### config.mk
export PLATFORM = sky130hd
export DESIGN_NAME = seven_seg_scan_driver
export DESIGN_NICKNAME = d
export VERILOG_FILES = /design/src/rtl/seven_seg_pkg.sv /design/src/rtl/seven_seg_hex_lut.sv /design/src/rtl/seven_seg_scan_driver.sv
export SDC_FILE = /design/constraint.sdc
export NUM_CORES = 1
export LEC_CHECK = 0
export CELL_PAD_IN_SITES_DETAIL_PLACEMENT = 1
export CELL_PAD_IN_SITES_GLOBAL_PLACEMENT = 1
export CORE_MARGIN = 2
export CORE_UTILIZATION = 35
export CTS_CLUSTER_SIZE = 14
export DETAILED_ROUTE_END_ITERATION = 16
export DONT_BUFFER_PORTS = 1
export PLACE_DENSITY = 0.62
export SLEW_MARGIN = 20
export SYNTH_ARGS = -nofsm -noshare
export SYNTH_HDL_FRONTEND = slang
export SYNTH_SLANG_ARGS = --single-unit
### constraint.sdc
create_clock -name clk -period 4.45 [get_ports clk]
set_clock_uncertainty 0.05 [all_clocks]
set_input_delay 0.2225 -clock clk [delete_from_list [all_inputs] [get_ports clk]]
set_output_delay 0.2225 -clock clk [all_outputs]
set_load 0.01 [all_outputs]
### src/rtl/seven_seg_pkg.sv
// Shared seven-segment constants: active-low {a,b,c,d,e,f,g} patterns and segment bit positions.
package seven_seg_pkg;

  localparam int SEG_W = 7;

  localparam int SEG_A = 6;
  localparam int SEG_B = 5;
  localparam int SEG_C = 4;
  localparam int SEG_D = 3;
  localparam int SEG_E = 2;
  localparam int SEG_F = 1;
  localparam int SEG_G = 0;

  localparam logic [SEG_W-1:0] SEG_BLANK = 7'h7F;

  // Packed table, element k is the pattern for hex value k (listed F down to 0).
  localparam logic [15:0][SEG_W-1:0] SEG_HEX = {
    7'h38, 7'h30, 7'h42, 7'h31,   // F E d C
    7'h60, 7'h08, 7'h04, 7'h00,   // b A 9 8
    7'h0F, 7'h20, 7'h24, 7'h4C,   // 7 6 5 4
    7'h06, 7'h12, 7'h4F, 7'h01    // 3 2 1 0
  };

endpackage

### src/rtl/seven_seg_hex_lut.sv
// Combinational hex nibble to active-low seven-segment pattern decoder.
module seven_seg_hex_lut
  import seven_seg_pkg::*;
(
  input  logic [3:0]       hex,
  output logic [SEG_W-1:0] seg
);

  assign seg = SEG_HEX[hex];

endmodule

### src/rtl/seven_seg_scan_driver.sv
// N-digit multiplexed common-anode seven-segment driver with coherent shadow load,
// per-digit blank/decimal point and optional left-rotate scrolling.
module seven_seg_scan_driver
  import seven_seg_pkg::*;
#(
  parameter int NUM_DIGITS    = 4,
  parameter int CLK_DIV       = 50000,
  parameter int SCROLL_FRAMES = 64
) (
  input  logic                    clk,
  input  logic                    rst,
  input  logic [4*NUM_DIGITS-1:0] digits_in,
  input  logic                    load,
  input  logic [NUM_DIGITS-1:0]   blank_in,
  input  logic [NUM_DIGITS-1:0]   dp_in,
  input  logic                    scroll_en,
  output logic [SEG_W-1:0]        seg_out,
  output logic                    dp_out,
  output logic [NUM_DIGITS-1:0]   an_out
);

  localparam int PRE_W = $clog2(CLK_DIV);
  localparam int IDX_W = $clog2(NUM_DIGITS);
  localparam int FRM_W = $clog2(SCROLL_FRAMES + 1);
  localparam int DIG_W = 4 * NUM_DIGITS;

  logic [PRE_W-1:0]      prescale_p0;
  logic [IDX_W-1:0]      scan_idx_p0;
  logic [FRM_W-1:0]      frame_cnt;
  logic [DIG_W-1:0]      digits_sh;
  logic [NUM_DIGITS-1:0] blank_sh;
  logic [NUM_DIGITS-1:0] dp_sh;

  logic                  tick;
  logic                  frame_end;
  logic                  frame_last;
  logic                  scroll_step;
  logic [3:0]            nibble_sel;
  logic [SEG_W-1:0]      hex_seg;
  logic [NUM_DIGITS-1:0] an_sel;

  assign tick        = (prescale_p0 == PRE_W'(CLK_DIV - 1));
  assign frame_end   = tick && (scan_idx_p0 == IDX_W'(NUM_DIGITS - 1));
  assign frame_last  = (frame_cnt == FRM_W'(SCROLL_FRAMES - 1));
  assign scroll_step = frame_end && scroll_en && frame_last;

  // ---- stage p0: prescaler and scan position ----
  always_ff @(posedge clk or posedge rst) begin
    if (rst) begin
      prescale_p0 <= '0;
      scan_idx_p0 <= '0;
    end else begin
      prescale_p0 <= tick ? '0 : prescale_p0 + 1'b1;
      if (tick) begin
        scan_idx_p0 <= (scan_idx_p0 == IDX_W'(NUM_DIGITS - 1)) ? '0 : scan_idx_p0 + 1'b1;
      end
    end
  end

  // Frame counter also wraps to 0 on a load/step collision, so the next rotate is a full period away.
  always_ff @(posedge clk or posedge rst) begin
    if (rst) begin
      frame_cnt <= '0;
    end else if (!scroll_en) begin
      frame_cnt <= '0;
    end else if (frame_end) begin
      frame_cnt <= frame_last ? '0 : frame_cnt + 1'b1;
    end
  end

  // A load always beats a coincident scroll step.
  always_ff @(posedge clk or posedge rst) begin
    if (rst) begin
      digits_sh <= '0;
      blank_sh  <= '0;
      dp_sh     <= '0;
    end else if (load) begin
      digits_sh <= digits_in;
      blank_sh  <= blank_in;
      dp_sh     <= dp_in;
    end else if (scroll_step) begin
      digits_sh <= {digits_sh[DIG_W-5:0], digits_sh[DIG_W-1:DIG_W-4]};
      blank_sh  <= {blank_sh[NUM_DIGITS-2:0], blank_sh[NUM_DIGITS-1]};
      dp_sh     <= {dp_sh[NUM_DIGITS-2:0], dp_sh[NUM_DIGITS-1]};
    end
  end

  assign nibble_sel = digits_sh[{scan_idx_p0, 2'b00} +: 4];
  assign an_sel     = ~(NUM_DIGITS'(1) << scan_idx_p0);

  seven_seg_hex_lut u_hex_lut (
    .hex (nibble_sel),
    .seg (hex_seg)
  );

  // ---- stage p1: registered pins, anode and segments switch on the same edge ----
  always_ff @(posedge clk or posedge rst) begin
    if (rst) begin
      seg_out <= SEG_BLANK;
      dp_out  <= 1'b1;
      an_out  <= '1;
    end else if (blank_sh[scan_idx_p0]) begin
      seg_out <= SEG_BLANK;
      dp_out  <= 1'b1;
      an_out  <= '1;
    end else begin
      seg_out <= hex_seg;
      dp_out  <= ~dp_sh[scan_idx_p0];
      an_out  <= an_sel;
    end
  end

endmodule

# Word level (Yosys, flattened, before mapping)
# Memory sizes are Yosys's and may differ from the RTL's.
# Index checks and enable logic that the tools add are counted.
[op_classes] reduce_logical=4 order_cmp=2 muxes=19 n_addsub=3 shifts=2 eq_ne=4 bitwise=2
[op_table] op="$mux W16" count=3
[op_table] op="$mux W7" count=5
[op_table] op="$mux W4" count=5
[op_table] op="$add A16 B1 Y16 const B" count=1
[op_table] op="$eq A16 B16 Y1 const B" count=1
[op_table] op="$shiftx A16 B5 Y4" count=1
[op_table] op="$add A7 B1 Y7 const B" count=1
[op_table] op="$eq A7 B6 Y1 const B" count=1
[op_table] op="$lt A4 B5 Y1 const B" count=1
[op_table] op="$bmux W1 S2" count=2
[op_table] op="$not A4 Y4" count=1
[op_table] op="$shl A1 B2 Y4 const A" count=1
[op_table] op="$logic_and A1 B1 Y1" count=3
[op_table] op="$lt A2 B3 Y1 const B" count=1
[op_table] op="$mux W1" count=3
[op_table] op="$add A2 B1 Y2 const B" count=1
[op_table] op="$eq A2 B2 Y1 const B" count=1
[op_table] op="$mux W2" count=1
[op_table] op="$ne A2 B1 Y1 const B" count=1
[op_table] op="$reduce_bool A2 Y1" count=1
[op_table] op="$not A1 Y1" count=1
[word_totals] regBits=61 rom_bits=112 in_bits=28 word_cells=46 out_inout_bits=12 n_memories=1
[mem_list] name="(no name shown)" depth=16 word_bits=7 read_ports=1 rd_ports_with_merged_regs=0 wr=0 line="seven_seg_hex_lut.sv:9" source="assign seg = SEG_HEX[hex];"

# Depth between registers and ports, before layout
[depth] ltp_word=6 depth_mapped=8 mapped_depth_nobuf=6

# By module
# Synthesis repeated with hierarchy kept, for this count alone.
[hier_totals] hier_cells=335 hier_area_um2=3331.9
[by_module_without_submodules] module="seven_seg_scan_driver" area_each_um2=3062.9 seq_area_each_um2=1541.5 cells_per_inst=302 instances=1
[by_module_without_submodules] module="seven_seg_hex_lut" area_each_um2=269.0 seq_area_each_um2=0.0 cells_per_inst=33 instances=1

# Least setup slack after synthesis
# No wires, ideal clock.
[synth_timing] kind="register to register" from="reg scan_idx_p0[0]" to="reg seg_out[3]" period_less_slack_ns=2.057 required_time_ns=4.321 stages_incl_launch_ff=8 n_path_buf=1 setup_slack_ns=2.393 arrival_ns=1.928 cell_sequence="dfrtp_1 -> clkbuf_1 -> mux4_2 -> inv_1 -> ha_1 -> nor2_1 -> a211oi_1 -> o21ai_0"
[synth_between] elab_chain_len=4 elab_cells_between_ends=6 classes_between="shift: 1; mux: 4; memory: 1"
[synth_lines] item="from (decl)" line="seven_seg_scan_driver.sv:28" source="logic [IDX_W-1:0] scan_idx_p0;"
[synth_lines] item="from (signal assigned)" line="seven_seg_scan_driver.sv:55" source="scan_idx_p0 <= (scan_idx_p0 == IDX_W'(NUM_DIGITS - 1)) ? '0 : scan_idx_p0 + 1'b1;"
[synth_lines] item="$shiftx A16 B5 Y4" line="seven_seg_scan_driver.sv:88" source="assign nibble_sel = digits_sh[{scan_idx_p0, 2'b00} +: 4];"
[synth_lines] item="$mem_v2 Z16 W7"
[synth_lines] item="$mux W7 (implied by the code)" line="seven_seg_hex_lut.sv:9"
[synth_lines] item="$mux W7 (*)" line="seven_seg_scan_driver.sv:102" source="end else if (blank_sh[scan_idx_p0]) begin"
[synth_lines] item="to (signal assigned)" line="seven_seg_scan_driver.sv:107" source="seg_out <= hex_seg;"
[synth_lines] item="to (decl)" line="seven_seg_scan_driver.sv:17" source="output logic [SEG_W-1:0] seg_out,"
# Every way passes the cells marked *; elsewhere a longest branch is shown, timed or not. The select of a mux whose other input is x is not followed.
# A chain may end at the register's enable or synchronous reset.

# Final worst setup path
[layout_timing] from="reg frame_cnt[0]" to="reg dp_sh[0]"
[layout_between] elab_chain_len=3
[layout_lines] item="from (decl)" line="seven_seg_scan_driver.sv:29" source="logic [FRM_W-1:0] frame_cnt;"
[layout_lines] item="from (signal assigned)" line="seven_seg_scan_driver.sv:67" source="frame_cnt <= frame_last ? '0 : frame_cnt + 1'b1;"
[layout_lines] item="$eq A7 B6 Y1" line="seven_seg_scan_driver.sv:44" source="assign frame_last = (frame_cnt == FRM_W'(SCROLL_FRAMES - 1));"
[layout_lines] item="$logic_and A1 B1 Y1" line="seven_seg_scan_driver.sv:45" source="assign scroll_step = frame_end && scroll_en && frame_last;"
[layout_lines] item="$reduce_bool A2 Y1 (no source line)"
[layout_lines] item="to (signal assigned)" line="seven_seg_scan_driver.sv:80" source="dp_sh <= dp_in;"
[layout_lines] item="to (signal assigned)" line="seven_seg_scan_driver.sv:84" source="dp_sh <= {dp_sh[NUM_DIGITS-2:0], dp_sh[NUM_DIGITS-1]};"
[layout_lines] item="to (decl)" line="seven_seg_scan_driver.sv:32" source="logic [NUM_DIGITS-1:0] dp_sh;"
# No other way between the ends.

==> run summary <==
port bufs: 0
Power Density: 293 mW/mm²
Arr. time, crit path: 2.88 ns
crit path capture type: flip-flop
post-route design area: 0.00396 mm²
Synth async-reset ratio: 1.00
Total Routed Length: 9.72 mm
layout cells sized above 1: 0.111
Crit path depth: 5
antenna violations before repair: 0
die area: 0.0112 mm²
Synth Instances: 386
io pins: 40
gpl congestion: 0.763
Synth cell types: 52
largest net degree at the start of global routing: 62
EDFF count, synth: 0
CTS Buf Count: 9
htree depth: 3
CP delay by family, top: simple AND/OR/NAND/NOR gates
Setup violations, final: 0
first-pass GRT wire length: 16.7 mm
Iteration-0 DRC Markers: 178
RSZ-0062 raised after global routing: false
Synthesized Nets: 426
Post-DRT Antenna Nets: 0
Area growth syn-to-layout: 9.37%
slowest cell on the critical path: or3_1
Root Driver: clkbuf_8
area share of the largest cell type after synthesis: 0.339
DRC: 0
worst-case clock buffer depth: 2
starting density of the core: 0.355
DR vias/cell: 5.72
Die X-Extent: 106 µm
number of post-CTS setup repair buffers: 0
crit-path cells: ha_1, nand2b_1, or3_1, o31ai_1, a21oi_1
peak supply drop: 136 µV
Hold Path Cell Cnt: 2
Worst-Margin Slew: 0.978 ns
Area contributors post-synth: dfrtp_1, dfstp_2, o31ai_1, nor2b_1, ha_1
Leakage: 1.50 nW
Synth area leader: dfrtp_1
CP required: 4.61 ns
Tcrit/Tclk final: 0.612
row count: 37
Worst Path Max Fanout: 25
cts repair resizes: 0
hold slack: 0.00464 ns
vias in the first global route: 3100
startpoint types: flip-flop
clk sinks: 61
CTS tree: built
clock-pin slew on the worst setup and hold paths: 0.06 ns
sequential share of the synthesized area: 0.426
Mapped Avg Cell Area: 9.37 µm²
post-layout min period: 2.72 ns
Fin. Hold Viols: 0
grt total ovfl: 0
First-pass DRT Iterations: 6
status: completed
setup TNS: 0 ns
dominant synthesized flop cell: dfrtp_1
Worst Reg-to-Reg Cells: 5
Core ar.: 0.0102 mm²
Die Ht: 106 µm
CP Buf/Inv Count: 0
HP Class: input port to flip-flop
relative slew slack: 0.348
synth warn: 0
antenna diode count: 0
Slew Limit Fails: 0
Critical Path Max Stage Delay: 0.93 ns
WL/cell: 18.6 µm
Post-DP Area: 0.00368 mm²
WS Path Type: flip-flop to flip-flop
GRT Total Usage: 0.189
fmax: 0.367 GHz
Max Cap Viol: 0
# fillers: 1189
DR vias: 2986
Final nets: 421
Seq cells post-synth: 61
clock latency on the worst-skew pair: 0.34 ns
HPWL after DPL: 6.11 mm
mapped cell area: 0.00362 mm²
## layout make-up
| class | instances | area, µm² | share of cell area |
|---|---|---|---|
| inverters | 12 | 45.0 | 0.0114 |
| flip-flops and latches | 61 | 1540 | 0.390 |
| well taps | 136 | 170 | 0.0430 |
| multi-input cells | 279 | 1870 | 0.474 |
| repair buffers | 18 | 163 | 0.0411 |
| clock inverters | 2 | 10.0 | 0.00253 |
| clock buffers | 14 | 153 | 0.0386 |
## synthesized netlist by cell type (7+ instances only)
cell type and number:
o31ai_1 25, nor2b_1 26, dfstp_2 12, nor2_1 11, a21oi_1 29, nand4_1 8
ha_1 12, nand2_1 37, clkbuf_1 28, inv_1 12, dfrtp_1 49, nand3_1 7
nor3_1 25, a31oi_1 23, o21ai_0 8
## power breakdown
part	internal (mW)	leakage [nW]	total (mW)	switching, mW
sequential	0.591	0.729	0.618	0.0265
combinational	0.0525	0.690	0.115	0.0625
clock	0.217	0.0844	0.425	0.208
total	0.860	1.50	1.16	0.298
## cells by family (layout without fill, tap and decap cells)
logic type	Yosys count	count (layout)	synth area share
and+or+nand+nor	139	139	0.213
buffers and inverters	46	46	0.0557
xor gates and xnor gates	9	9	0.0218
AOI/OAI and AO/OA	110	110	0.200
adders and majority gates	12	12	0.0415
DFF	61	61	0.426
muxes	9	9	0.0425
## worst paths after layout
kind                                start               to  slack [ns]
max                          frame_cnt[0]         dp_sh[0]        1.73
min                          digits_in[5]     digits_sh[5]       0.005
max reg2reg                  frame_cnt[0]         dp_sh[0]        1.73
min reg2reg                prescale_p0[0]   prescale_p0[0]        0.41
max in group asynchronous             rst    digits_sh[10]        3.27
min in group asynchronous             rst  prescale_p0[13]        0.55
## registers in the layout, summed over array words and instances (netlist names)
signal	count
an_out	4
blank_sh	4
digits_sh	16
dp_out	1
dp_sh	4
frame_cnt	7
prescale_p0	16
scan_idx_p0	2
seg_out	7
## routing by layer
layer / routed length (µm) / track usage / share of wire / up-vias
met5: 0 / 0 / 0 / -
met4: 52 / 0.0423 / 0.0053 / 0
met3: 339 / 0.0414 / 0.035 / 4
met2: 4510 / 0.294 / 0.46 / 71
met1: 4830 / 0.269 / 0.50 / 1502
li1: - / - / - / 1409
## metrics by stage
| stage | cells | util | setup slack (ns) | total power, mW |
|---|---|---|---|---|
| global route | 522 | 0.388 | 1.46 | 1.22 |
| detailed placement | 495 | 0.362 | 1.73 | 0.736 |
| CTS | 522 | 0.388 | 1.74 | 1.18 |
| finish | 522 | 0.388 | 1.73 | 1.16 |
| floorplan | 386 | - | 2.39 | 0.711 |
| global placement | 495 | 0.362 | 1.78 | 0.732 |
## placed cells by master, fill, tap and decap left out, types with 2 or more instances in the layout
cell	netlist	layout
or4_1	2	2
a211oi_1	2	2
inv_1	12	11
xor2_1	5	5
buf_4	1	7
nor4bb_1	2	2
a21oi_1	29	29
clkbuf_8	0	10
nand2b_1	2	2
clkinv_2	0	2
mux2i_1	3	3
a21boi_1	2	2
a31o_1	2	2
ha_1	12	12
and3_1	2	2
a21o_1	2	2
or3_1	2	2
o221ai_1	4	4
dfrtp_1	49	49
nor2b_1	26	26
clkbuf_1	28	4
o21ai_0	8	8
dfstp_2	12	12
o31ai_1	25	25
dlygate4sd3_1	0	11
xnor2_1	4	4
nor4b_1	2	2
nand3_1	7	7
and2_1	4	4
a31oi_1	23	23
nand2_1	37	37
mux4_2	5	5
nand4_1	8	8
nor3_1	25	25
o21a_1	2	2
nor2_1	11	11
a41oi_1	5	5
## what timing repair did
item,in CTS,in global routing
hold buffers,11,0
hold endpoints to repair,52,0
endpoints found under the setup margin,0,0
## worst register-to-register path: cells and delay by family (launching register included)
family	cells	cell delay, ns
AOI/OAI and AO/OA	2	0.50
adders and majority gates	1	0.21
and+or+nand+nor	2	1.44
DFF	1	0.40
(Power assumes the default switching activity.)
